**src/rtl/decode_stage.sv**
```systemverilog
// Registered picoRISC decode stage: one opcode per cycle in, registered controls out one cycle later.
// Branches may park in BRWAIT until the branch switch resolves or the wait limit expires.
module decode_stage #(
    parameter int              OPW      = 6,
    parameter int              FLAGW    = 4,
    parameter int              ALUW     = 3,
    parameter int              WAIT_MAX = 255,
    parameter logic [ALUW-1:0] ALU_ADD  = 3'b010,
    parameter logic [ALUW-1:0] ALU_MUL  = 3'b011,
    parameter logic [ALUW-1:0] ALU_PASS = 3'b000
) (
    input  logic             clk,
    input  logic             reset,
    input  logic [OPW-1:0]   opcode,
    input  logic             instr_valid,
    output logic             instr_ready,
    input  logic [FLAGW-1:0] flags,
    input  logic             ready,
    input  logic             br_cond,
    output logic             dec_valid,
    output logic             pc_incr,
    output logic             pc_absbranch,
    output logic             pc_relbranch,
    output logic [ALUW-1:0]  ALUfunc,
    output logic             imm,
    output logic             w,
    output logic             store,
    output logic             disp,
    output logic             illegal,
    output logic [7:0]       wait_cnt
);

    localparam logic [OPW-1:0] OP_NOP  = OPW'(6'b000000);
    localparam logic [OPW-1:0] OP_ADD  = OPW'(6'b000001);
    localparam logic [OPW-1:0] OP_ADDI = OPW'(6'b000010);
    localparam logic [OPW-1:0] OP_ADDF = OPW'(6'b000011);
    localparam logic [OPW-1:0] OP_MUL  = OPW'(6'b000100);
    localparam logic [OPW-1:0] OP_MULI = OPW'(6'b000101);
    localparam logic [OPW-1:0] OP_DISP = OPW'(6'b000110);
    localparam logic [OPW-1:0] OP_ST   = OPW'(6'b000111);
    localparam logic [OPW-1:0] OP_BREL = OPW'(6'b100000);
    localparam logic [OPW-1:0] OP_BABS = OPW'(6'b100001);

    localparam bit         TIMEOUT_EN = (WAIT_MAX != 0);
    localparam logic [7:0] WAIT_LAST  = 8'(WAIT_MAX - 1);

    typedef enum logic [1:0] {
        RUN    = 2'd0,
        BRWAIT = 2'd1,
        FLUSH  = 2'd2
    } state_t;

    state_t state_q, state_d;
    logic [FLAGW-1:0] flags_q, flags_d;
    logic [ALUW-1:0]  alu_func_q, alu_func_d;
    logic [7:0]       wait_cnt_q, wait_cnt_d;
    logic instr_ready_q, instr_ready_d;
    logic dec_valid_q, dec_valid_d;
    logic pc_incr_q, pc_incr_d;
    logic pc_abs_q, pc_abs_d;
    logic pc_rel_q, pc_rel_d;
    logic imm_q, imm_d;
    logic w_q, w_d;
    logic store_q, store_d;
    logic disp_q, disp_d;
    logic illegal_q, illegal_d;
    logic br_abs_q, br_abs_d;
    logic accept, br_go;

    assign accept = instr_valid & instr_ready_q;
    assign br_go  = (ready != br_cond);

    always_comb begin
        state_d       = state_q;
        flags_d       = flags_q;
        br_abs_d      = br_abs_q;
        wait_cnt_d    = 8'd0;
        alu_func_d    = ALU_PASS;
        dec_valid_d   = 1'b0;
        pc_incr_d     = 1'b0;
        pc_abs_d      = 1'b0;
        pc_rel_d      = 1'b0;
        imm_d         = 1'b0;
        w_d           = 1'b0;
        store_d       = 1'b0;
        disp_d        = 1'b0;
        illegal_d     = 1'b0;

        case (state_q)
            RUN: begin
                if (accept) begin
                    dec_valid_d = 1'b1;
                    pc_incr_d   = 1'b1;
                    case (opcode)
                        OP_NOP: ;
                        OP_ADD: begin
                            alu_func_d = ALU_ADD;
                            w_d        = 1'b1;
                        end
                        OP_ADDI: begin
                            alu_func_d = ALU_ADD;
                            w_d        = 1'b1;
                            imm_d      = 1'b1;
                        end
                        OP_ADDF: begin
                            alu_func_d = ALU_ADD;
                            w_d        = 1'b1;
                            flags_d    = flags;
                        end
                        OP_MUL: begin
                            alu_func_d = ALU_MUL;
                            w_d        = 1'b1;
                        end
                        OP_MULI: begin
                            alu_func_d = ALU_MUL;
                            w_d        = 1'b1;
                            imm_d      = 1'b1;
                        end
                        OP_DISP: disp_d  = 1'b1;
                        OP_ST:   store_d = 1'b1;
                        OP_BREL, OP_BABS: begin
                            pc_incr_d = 1'b0;
                            br_abs_d  = (opcode == OP_BABS);
                            if (br_go) begin
                                pc_abs_d = (opcode == OP_BABS);
                                pc_rel_d = (opcode == OP_BREL);
                                state_d  = FLUSH;
                            end else begin
                                dec_valid_d = 1'b0;
                                state_d     = BRWAIT;
                            end
                        end
                        default: illegal_d = 1'b1;
                    endcase
                end
            end
            BRWAIT: begin
                // branch resolution takes priority over the timeout
                if (br_go) begin
                    dec_valid_d = 1'b1;
                    pc_abs_d    = br_abs_q;
                    pc_rel_d    = ~br_abs_q;
                    state_d     = FLUSH;
                end else if (TIMEOUT_EN && (wait_cnt_q == WAIT_LAST)) begin
                    dec_valid_d = 1'b1;
                    pc_incr_d   = 1'b1;
                    state_d     = RUN;
                end else begin
                    wait_cnt_d = (wait_cnt_q == 8'hFF) ? 8'hFF : wait_cnt_q + 8'd1;
                end
            end
            FLUSH:   state_d = RUN;
            default: state_d = RUN;
        endcase

        instr_ready_d = (state_d != BRWAIT);
    end

    always_ff @(posedge clk) begin
        if (reset) begin
            state_q       <= RUN;
            flags_q       <= '0;
            br_abs_q      <= 1'b0;
            wait_cnt_q    <= 8'd0;
            alu_func_q    <= '0;
            instr_ready_q <= 1'b0;
            dec_valid_q   <= 1'b0;
            pc_incr_q     <= 1'b0;
            pc_abs_q      <= 1'b0;
            pc_rel_q      <= 1'b0;
            imm_q         <= 1'b0;
            w_q           <= 1'b0;
            store_q       <= 1'b0;
            disp_q        <= 1'b0;
            illegal_q     <= 1'b0;
        end else begin
            state_q       <= state_d;
            flags_q       <= flags_d;
            br_abs_q      <= br_abs_d;
            wait_cnt_q    <= wait_cnt_d;
            alu_func_q    <= alu_func_d;
            instr_ready_q <= instr_ready_d;
            dec_valid_q   <= dec_valid_d;
            pc_incr_q     <= pc_incr_d;
            pc_abs_q      <= pc_abs_d;
            pc_rel_q      <= pc_rel_d;
            imm_q         <= imm_d;
            w_q           <= w_d;
            store_q       <= store_d;
            disp_q        <= disp_d;
            illegal_q     <= illegal_d;
        end
    end

    assign instr_ready  = instr_ready_q;
    assign dec_valid    = dec_valid_q;
    assign pc_incr      = pc_incr_q;
    assign pc_absbranch = pc_abs_q;
    assign pc_relbranch = pc_rel_q;
    assign ALUfunc      = alu_func_q;
    assign imm          = imm_q;
    assign w            = w_q;
    assign store        = store_q;
    assign disp         = disp_q;
    assign illegal      = illegal_q;
    assign wait_cnt     = wait_cnt_q;

endmodule
```
**config.mk**
```make
export PLATFORM = sky130hd
export DESIGN_NAME = decode_stage
export DESIGN_NICKNAME = d
export VERILOG_FILES = /design/src/rtl/decode_stage.sv
export SDC_FILE = /design/constraint.sdc
export NUM_CORES = 1
export LEC_CHECK = 0
export CAP_MARGIN = 10
export CORE_MARGIN = 10
export CORE_UTILIZATION = 40
export CTS_BUF_LIST = sky130_fd_sc_hd__clkbuf_4
export CTS_CLUSTER_SIZE = 25
export DETAILED_ROUTE_END_ITERATION = 12
export DONT_BUFFER_PORTS = 1
export GPL_ROUTABILITY_DRIVEN = 0
export PLACE_DENSITY = 0.59
export SLEW_MARGIN = 20
export SYNTH_ARGS = -nofsm -noshare
export SYNTH_HDL_FRONTEND = slang
export SYNTH_SLANG_ARGS = --single-unit
export TNS_END_PERCENT = 20
```
**constraint.sdc**
```tcl
create_clock -name clk -period 1.6 [get_ports clk]
set_input_delay 0.32 -clock clk [delete_from_list [all_inputs] [get_ports clk]]
set_output_delay 0.32 -clock clk [all_outputs]
set_load 0.02 [all_outputs]
```
Word level (Yosys, flattened, before mapping)
Index checks and enable logic that the tools add are counted.

Register bits: 24. Bits in latches: 0. RAM bits: 0. Memory bits (read-only): 0. Input bits: 15. Output and inout bits: 21. Logic and storage cells: 78. Memories kept: 0.

Add/subtract/negate cells: 1. Multiply operators: 0. Div/mod/pow operators: 0. Order comparisons: 0. Equality and inequality tests: 14. Shift-type cells: 0. Multiplexer cells: 33. Bitwise gates (word level): 5. Reductions and logical operators: 11.

Operators by type and width (count): == test 6 x 3 -> 1 bit, second input constant (4); two-way mux 1 bit (21); == test 8 bit, second input constant (2); == test 6 x 2 -> 1 bit, second input constant (2); == test 6 bit, second input constant (2); two-way mux 2 bit (5); OR reduction 10 bit (1); adder 8 x 1 -> 8 bit, second input constant (1); two-way mux 8 bit (1); one-hot mux 1 bit (2 select lines) (4); one-hot mux 2 bit (2 select lines) (2); == test 6 x 1 -> 1 bit, second input constant (1); zero test 6 bit (1); OR reduction 2 bit (3); OR reduction 3 bit (2); OR reduction 5 bit (1); NOT 1 bit (4); OR reduction 4 bit (1); AND reduction 3 bit (1); == test 2 x 1 -> 1 bit, second input constant (1); zero test 2 bit (1); != test 2 x 1 -> 1 bit, second input constant (1); AND 1 bit (1); != test 1 bit (1).

Logic depth before layout (Yosys ltp)
Word-level depth: 6. Depth in mapped cells: 5.

Worst setup path before layout
No wires, ideal clock.

Kind: reg2reg. Start point: register wait_cnt_q[0] (netlist: wait_cnt[0]). End point: register pc_incr_q (netlist: pc_incr). Arrival: 1.287 ns. Data required time: 1.485 ns. Setup slack: 0.198 ns. Cell stages (with the launch flop): 6. Path buffers: 0. Clock period less this slack: 1.402 ns. Cell sequence: dfxtp_1 inv_1 ha_1 nand3_1 and4bb_2 o21a_1.

Longest elaborated chain between the ends: 4.

Ends and longest elaborated chain: start, declared (RTL line 56) `logic [7:0] wait_cnt_q, wait_cnt_d;`; start signal, assigned (RTL line 180) `wait_cnt_q <= wait_cnt_d;`; == test 8 bit (RTL line 144) `end else if (TIMEOUT_EN && (wait_cnt_q == WAIT_LAST)) begin`; two-way mux 1 bit (RTL line 144); two-way mux 1 bit (RTL line 139) `if (br_go) begin`; one-hot mux 1 bit (2 select lines) (RTL line 89) `case (state_q)`; end signal, assigned (RTL line 184) `pc_incr_q <= pc_incr_d;`; end, declared (RTL line 59) `logic pc_incr_q, pc_incr_d;`.

Every way passes these cells. A chain may end at the register's enable or synchronous reset.

Worst setup path after layout
Ends and elaborated chain as after synthesis.

==> summary.md <==
| Metric | Value |
|---|---|
| Share of power burned in registers | between 60% and 70% |
| Count of unresolved DRC violations after routing | 0 |
| Ys Warns | 0 |
| Share of synthesized area occupied by flip-flops and latches | between 40% and 50% |
| Layout cells sized above 1 | between 20% and 30% |
| Capture point of the worst reg-to-reg path | pc_incr$_SDFF_PP0_ |
| Worst Setup EP | pc_incr$_SDFF_PP0_ |
| Cells after DPL | 138 |
| Overall die area | 4990 µm² |
| Post-Synthesis Net Count | ~120 |
| Critical setup path kind | register to register |
| Final total power | 0.000911 W |
| Async S/R FF share, synth | 0% |
| Number of storage elements in the synthesis netlist | 23 |
| Placed wire-length estimate after detailed placement | 1.71 mm |
| Switching portion of total power | ~22% |
| Setup Skew | around 0.0016 ns |
| Outcome | finished clean |
| Final Hold Violating Endpoints | 0 |
| Maximum number of pins on one net before global-route repair | 13 |
| Wire length per cell after detailed routing | about 15 µm |
| Drt first pass iters | 5 |
| Post-synth EDFFs | 0 |
| Data arrival time at the worst-slack endpoint | roughly 1.5 ns |
| Skew-Pair Late Insertion Delay | 0.30 ns |
| Growth of design area from synthesis to finish | 10.6% |
| Area share of the largest cell type after synthesis | 44.8% |
| Total routing resource utilization after global routing | under 10% |
| Cell at the root of the clock tree | clkbuf_4 |
| Setup violations, final | 0 |
| Die span in x | slightly above 70 µm |
| Max-slew violation total from the final report | 0 |
| Setup WS post-layout | approximately 0.29 ns |
| Critical Path Max Stage Delay | around 0.4 ns |
| Area inside the core boundary | approximately 2500 µm² |
| Top Family by Delay on Critical Path | simple AND/OR/NAND/NOR gates |
| H-tree levels | 1 |
| Sum of negative setup slack | 0 ns |
| Number of global-route vias before repair | between 700 and 800 |
| Setup repair after global routing missed its margin | no |
| Mapped cell area | roughly 1000 µm² |
| Number of instances in the synthesized netlist | 102 |
| Slowest cell on crit path | dfxtp_1 |
| Most common cell in the netlist | dfxtp_1 |
| Routed via count | around 780 |
| Die outline height | just over 70 µm |
| Combinational group share of total power | under 10% |
| Number of gates given a new drive strength after cts | 0 |
| Part of the total power dissipated in the clock network | 31.0% |
| Worst slack at placement | approximately 0.3 ns |
| Final instance count without filler cells | between 100 and 150 |
| Maximum fanout along the worst path | 4 |
| Post-layout minimum cycle time | 1.31 ns |
| Antenna-violating nets left | 0 |
| Via/cell ratio | ~5.5 |
| Series of cell instances along the critical path | inv_1, ha_1, nand3_1, and4bb_2, o21a_1 |
| Max IR drop VDD | around 340 µV |
| Leakage component of the power | between 0.4 and 0.5 nW |
| Number of diodes added for antenna fixing | 0 |
| CP Depth | 5 |
| Commonest register cell after synthesis | dfxtp_1 |
| Number of hold buffers added after CTS | 0 |
| Ranking of synthesized cells by area | dfxtp_1, a21oi_1, and4bb_2, ha_1, nand4_2 |
| Final Util | around 46% |
| CTS clock-pin slew for the worst setup and hold paths | 0.12 ns |
| TritonCTS Sinks | 23 |
| Psw | roughly 0.00020 W |
| Residual overflow from global routing | 0 |
| NumNets Final | between 100 and 150 |
| First-pass GRT wire length | 3.51 mm |
| Cell internal pwr | 0.000710 W |
| Post-Route WL | 2.12 mm |
| Synth top cells by count | dfxtp_1, a21oi_1, nand2_1, inv_1, nor2_1 |
| Share of the cycle needed by the critical path after routing | about four fifths |
| Worst path bufs/invs | 1 |
| Avg Inst Size Synth | 10.1 µm² |
| Count of input and output buffers | 0 |
| Initial standard-cell utilization of the core | approximately two fifths |
| Cell type with the largest total area after synthesis | dfxtp_1 |
| Number of antenna violations at the first check in global routing | 0 |
| Internal reg-to-reg setup slack | around 0.29 ns |
| Pwr dens | approximately 800 nW/µm² |
| Path category of the worst min-delay check | input port to register |
| Number of buffers added by the clock tree synthesis step | 3 |
| Setup crit start kind | register |
| Data required, critical path | 1.82 ns |
| Count of standard-cell rows | 18 |
| Initial DRC Count | 46 |
| Critical Path Source | wait_cnt[0]$_SDFF_PP0_ |
| # IOs | 36 |
| Maximum operating frequency | about 760 MHz |
| Sort of element at the end of the critical path | register |
| Post-CTS Setup Inserts | 0 |
| TritonCTS clock tree | yes |
| Source of the worst register-to-register timing path | wait_cnt[0]$_SDFF_PP0_ |
| Post-synthesis cell type count | 41 |
| Maximum number of buffers from clock root to sink | 2 |
| Reported max-cap violation count | 0 |
| Length in cells of the worst reg-to-reg path | 5 |
kinds of logic after synthesis:
group / synth area share, %
simple gates: 28.7
compound gates: 17.1
flops: 44.8
buf+inv: 3.29
xor+xnor: 3.29
fa+ha+maj: 2.44
other cells: 0.365
cells in the final DEF (no fill, tap or decap), drive strengths merged, types with 2 or more instances in the layout:
cell type,Yosys,routed
nand3,3,3
o21ai,3,3
a31o,2,2
a21oi,9,9
buf,2,8
nand4,4,4
a31oi,3,3
nor3b,4,4
xnor2,3,3
ha,2,2
and4bb,3,3
nor3,5,5
nor2,4,4
and3,2,2
nand2,6,6
inv,4,4
dfxtp,23,23
a211oi,3,3
nand2b,2,2
clkbuf,0,4
layer usage:
metal,global-route usage [%],share of wire [%],up-vias
met1,9.19,42,351
met2,13.0,43,26
li1,-,-,401
met3,5.16,13,4
met5,0,0,-
met4,3.23,1.4,0
worst min-delay path by stage:
stage	cells after the start	slack [ns]	startpoint	end
3_3_place_gp	1	0.39	reset	br_abs_q$_SDFFE_PP0P_
4_1_cts	1	0.05	reset	br_abs_q$_SDFFE_PP0P_
5_1_grt	1	0.05	opcode[1]	ALUfunc[0]$_SDFF_PP0_
6_report	1	0.06	reset	br_abs_q$_SDFFE_PP0P_
3_5_place_dp	1	0.39	reset	br_abs_q$_SDFFE_PP0P_
2_1_floorplan	1	0.39	reset	br_abs_q$_SDFFE_PP0P_
area by class of cell:
cell class | instances | area [µm²]
Tap cell | 30 | 37.5
Inverter | 4 | 15.0
Multi-Input combinational cell | 73 | 533
Fill cell | 247 | 1320
Clock buffer | 4 | 30.0
Sequential cell | 23 | 460
Timing Repair Buffer | 8 | 60.1
stage by stage:
step                      cell area (µm²)  hold WS [ns]
after floorplan                      1030         0.389
after global placement               1110         0.393
after detailed placement             1110         0.395
after CTS                            1140        0.0521
after global routing                 1140        0.0463
final                                1140        0.0610
power by group through the flow:
stage / Clock, W / Combinational (W) / Sequential [W]
4_1_cts: 0.000293 / 0.0000413 / 0.000588
3_3_place_gp: 0 / 0.0000409 / 0.000601
6_report: 0.000282 / 0.0000414 / 0.000588
3_5_place_dp: 0 / 0.0000411 / 0.000601
2_1_floorplan: 0 / 0.0000417 / 0.000600
5_1_grt: 0.000312 / 0.0000460 / 0.000589
registers in the layout, summed over array words and instances (netlist names):
register,count
ALUfunc,2
br_abs_q,1
dec_valid,1
disp,1
illegal,1
imm,1
instr_ready,1
pc_absbranch,1
pc_incr,1
pc_relbranch,1
state_q,2
store,1
w,1
wait_cnt,8
Power figures use the tool's default switching activity.
